[config.mk]
export PLATFORM = sky130hd
export DESIGN_NAME = mips_regfile
export DESIGN_NICKNAME = d
export VERILOG_FILES = /design/src/rtl/mips_regfile.sv
export SDC_FILE = /design/constraint.sdc
export NUM_CORES = 2
export LEC_CHECK = 0
export CAP_MARGIN = 20
export CORE_AREA = 2 2 378 380
export CTS_CLUSTER_DIAMETER = 50
export DETAILED_ROUTE_END_ITERATION = 8
export DIE_AREA = 0 0 380 382
export DONT_BUFFER_PORTS = 1
export PLACE_DENSITY_LB_ADDON = 0.08
export SYNTH_ARGS = -nofsm -noshare
export SYNTH_HDL_FRONTEND = slang
export SYNTH_SLANG_ARGS = --single-unit
export TNS_END_PERCENT = 50
[constraint.sdc]
create_clock -name clk -period 4.4 [get_ports clk]
set_input_delay 0.88 -clock clk [delete_from_list [all_inputs] [get_ports clk]]
set_output_delay 0.88 -clock clk [all_outputs]
set_load 0.02 [all_outputs]
[src/rtl/mips_regfile.sv]
// 32-entry MIPS general-purpose register file: two combinational read ports,
// one write port, hardwired $0, programmable $sp reset value and a saturating write counter.
module mips_regfile #(
  parameter int unsigned WIDTH               = 32,
  parameter int unsigned ADDR_W              = 5,
  parameter bit          BYPASS              = 1'b1,
  parameter int unsigned SP_IDX              = 29,
  parameter logic [WIDTH-1:0] SP_RESET       = WIDTH'(32'h0000_7FFC)
) (
  input  logic              clk,
  input  logic              rst_n,
  input  logic              we3,
  input  logic [ADDR_W-1:0] wa3,
  input  logic [WIDTH-1:0]  wd3,
  input  logic [ADDR_W-1:0] ra1,
  input  logic [ADDR_W-1:0] ra2,
  output logic [WIDTH-1:0]  rd1,
  output logic [WIDTH-1:0]  rd2,
  input  logic [ADDR_W-1:0] dbg_addr,
  output logic [WIDTH-1:0]  dbg_data,
  output logic [15:0]       wr_count
);

  localparam int unsigned DEPTH = 1 << ADDR_W;
  localparam int unsigned CNT_W = 16;

  logic [WIDTH-1:0] regs [DEPTH];
  logic             commit_c;
  logic             fwd_ok_c;

  // Writes to $0 are dropped and never counted.
  assign commit_c = we3 && (wa3 != '0);
  // Forwarding is suppressed while reset is held so reads show stored contents.
  assign fwd_ok_c = BYPASS && rst_n && we3;

  always_ff @(posedge clk or negedge rst_n) begin
    if (!rst_n) begin
      for (int unsigned i = 0; i < DEPTH; i++) begin
        regs[ADDR_W'(i)] <= (i == SP_IDX) ? SP_RESET : '0;
      end
      wr_count <= '0;
    end else if (commit_c) begin
      regs[wa3] <= wd3;
      if (wr_count != {CNT_W{1'b1}}) begin
        wr_count <= wr_count + CNT_W'(1);
      end
    end
  end

  // Read port 1 (rs): zero for $0, write-through when forwarding matches.
  always_comb begin
    rd1 = '0;
    if (ra1 != '0) begin
      if (fwd_ok_c && (wa3 == ra1)) rd1 = wd3;
      else                          rd1 = regs[ra1];
    end
  end

  // Read port 2 (rt).
  always_comb begin
    rd2 = '0;
    if (ra2 != '0) begin
      if (fwd_ok_c && (wa3 == ra2)) rd2 = wd3;
      else                          rd2 = regs[ra2];
    end
  end

  // Debug port never forwards; it always shows committed state.
  always_comb begin
    dbg_data = '0;
    if (dbg_addr != '0) dbg_data = regs[dbg_addr];
  end

endmodule

==> results.cfg <==
[detailed_routing]
ant_nets = 0
drc = 0
num_vias = 42750
wirelength_microns = 243300
dr.pass1.iters = 8
drt-wirelength-per-cell_microns = 40.25
via_per_inst = 7.071
drt_iter0_drc = 5112

[place]
pre_cts_ws_ns = -1.010
post-dp-hpwl_microns = 135300
portBuffers = 0
gp_congestion = 0.8210

[grt]
overflow = 0
grt_pass1_vias = 42650
grt_pass1_wl_microns = 344400
grt_max_degree = 292
track_usage = 0.3371
antenna_found_initial = 10

[pwr]
switching_share = 0.2791
p_int_w = 0.02405
p_switching_w = 0.009313
power_density_mw_per_mm2 = 471.1
p_clk_frac = 0.389
ir_drop_v = 0.0003718
combPwrFrac = 0.216
leakage_nw = 29.32
seq_power_share = 0.396

[synth]
synth-edff-count = 0
synth_warnings = 0
synth_largest_area_cell = dfrtp_1
synth_cells = 4200
synth_seq_cells = 1040
syn_area_sq_mm = 0.06321
async_reset_ff_frac = 1.000
synth_flop_cell = dfrtp_1
synth.net_count = 4256
synth_top_cell_area_share = 0.4066
yosysUniqueCellTypes = 58
yosysSeqAreaShare = 0.4120
avgSynthCellArea_sq_um = 15.05
yosys-top-cells-area = dfrtp_1 (41%), mux4_2 (28%), mux2_2 (18%), mux2i_1 (1.7%), clkbuf_1 (1.6%)

[sta]
rsz0062_at_grt = false
max_slew.worst_pin.slew_ns = 1.408
fin_crit_sh = 0.9886
hold_viol = 0
setup_violations = 0
slew_headroom = 0.06140
final_period_minus_worst_setup_slack_ns = 4.350
hold_slack_ns = 0.03803
fin_ws_ns = 0.04995
max_freq_mhz = 229.9
slew_viol_final = 0
finClkSkew_ns = 0.01063

[floorplanning]
ios = 167
start_util = 0.4486
coreArea_sq_mm = 0.1409
die_w_microns = 380
dieArea_sq_mm = 0.1452
rows = 138
die_y_microns = 382

[clock_tree]
cts.clk_slew.worst_paths_ns = 0.06
cts.path.max_buffers = 3
cts.repair.resized = 0
cts_buffers = 148
worstSkewPairLatency_ns = 0.79
cts_setup_buffers = 0
root_buffer = clkbuf_16
cts_sinks = 1040
cts_tree = built
h-tree-depth = 4

[job]
cap_viol_max_count = 0

[worst_setup_path]
arrival_ns = 3.47
worst_r2r_endpoint = wr_count[7]
end_kind = primary output
cp.required_ns = 3.52
cp_max_fo = 291
reg2reg_slack_ns = 2.46
worstSetupStartpointType = primary input
r2r_cells = 5
crit_type = in -> out
reg2reg_from = wr_count[8]

[finish]
num-fill-cells = 12030
fin_nets = 4085
syn_to_final_growth_pct = 12.04
drive_above_1_share = 0.5542

[outcome]
status = finished clean

[min_path]
hp-class = in -> async
placed cells by master, fill, tap and decap left out, types with 15 or more instances in the layout:
master and count:
clkinv_2 15, clkbuf_16 153, a21oi_1 28, a22o_1 48, mux2_2 1001, nand2_4 15, nor2_4 20, buf_4 150
a221oi_1 35, mux4_2 792, inv_1 35, bufinv_16 22, a32o_1 15, clkbuf_1 21, o22ai_1 81, nand3_1 32
clkbuf_8 25, o21ai_0 23, mux2i_1 105, a22oi_1 62, a211oi_1 50, buf_12 26, o221ai_1 19, o21ai_1 32
nor2_1 49, nand2_1 83, dfrtp_1 1027
registers in the layout (all words and copies together) (netlist names):
name and cells:
regs 1024, wr_count 16
critical path, cell delays in order:
cell,delay (ns)
mux4_2,0.85
mux4_2,0.49
nand2_1,0.10
o31ai_1,0.08
buf_4,0.17
a22o_1,0.24
buf_12,0.14
Yosys cell counts, types with 6 or more instances:
library cell	instances
dfrtp_1	1027
mux2_2	1001
mux4_2	792
clkbuf_1	266
buf_2	113
mux2i_1	105
nand2_1	99
o22ai_1	81
buf_1	74
nor2_1	70
a22oi_1	62
a211oi_1	50
a22o_1	48
a221oi_1	35
inv_1	35
buf_4	34
o21ai_1	33
nand3_1	32
a21oi_1	28
o21ai_0	23
o221ai_1	19
a32o_1	15
buf_6	15
dfstp_2	13
nor2b_1	13
xnor2_1	13
xor2_1	12
o31ai_1	9
nand2b_1	8
or2_2	8
and2_1	6
nand4_1	6
nor3b_1	6
logic make-up (layout without fill, tap and decap cells):
logic type,Yosys count,in the layout,share of synthesized area
xor+xnor,25,25,0.003464
flops,1040,1040,0.4120
mux,1898,1898,0.4772
buf+inv,542,496,0.03909
compound gates,424,424,0.04832
other cells,0,1,0
simple gates,270,270,0.01978
fa+ha+maj,1,1,0.0001979
through the flow:
step	utilization	std cells	power, W	area [sq um]	setup TNS, ns
final	0.5026	6045	0.03336	70820	0
after detailed placement	0.4638	5765	0.02038	65350	-23.61
after global placement	0.4627	5759	0.02003	65200	-0.1194
after global routing	0.5026	6044	0.03458	70820	0
after floorplan	-	4200	0.01856	63210	0
after CTS	0.5026	6044	0.03345	70820	0
timing repair:
action,in CTS,in global routing
endpoints found under the setup margin,32,0
hold endpoints to repair,153,0
hold buffers,1,0
area by class of cell:
type	count	area, sq um	area share
antenna	1	2.502	0.00003534
clock buffer	199	4252	0.06004
clock inverter	76	1086	0.01534
inverter	36	135.1	0.001908
multi-input combinational	2618	35030	0.4946
sequential	1040	26040	0.3677
tap	1890	2365	0.03339
timing repair buffer	185	1909	0.02696
routing by layer:
layer	track usage	vias to the layer above	share of wire	routed length, microns
met5	0	-	0.00014	35
met4	0.1393	6	0.045	10940
met3	0.08997	504	0.098	23740
met2	0.4979	2205	0.45	109200
met1	0.4736	23550	0.41	99390
li1	-	16480	-	-
power groups by stage:
stage / sequential [W] / clock [W] / combinational (W)
5_1_grt: 0.0135 / 0.0136 / 0.00756
6_report: 0.0132 / 0.0130 / 0.00719
2_1_floorplan: 0.0127 / 0 / 0.00585
4_1_cts: 0.0131 / 0.0132 / 0.00716
3_5_place_dp: 0.0133 / 0 / 0.00709
3_3_place_gp: 0.0132 / 0 / 0.00683
worst max path at each step:
stage                     slack, ns         from            to  cells after the start
after floorplan                0.80  dbg_addr[1]  dbg_data[21]                      7
after global placement        -0.06        rst_n       rd1[14]                      4
after detailed placement      -1.01        rst_n        rd2[3]                      9
after CTS                      0.07        rst_n        rd2[3]                      9
after global routing           0.01        rst_n       rd1[14]                      6
final                          0.05       ra1[0]        rd1[9]                      7
No activity file was read; power rests on OpenSTA's default activity.
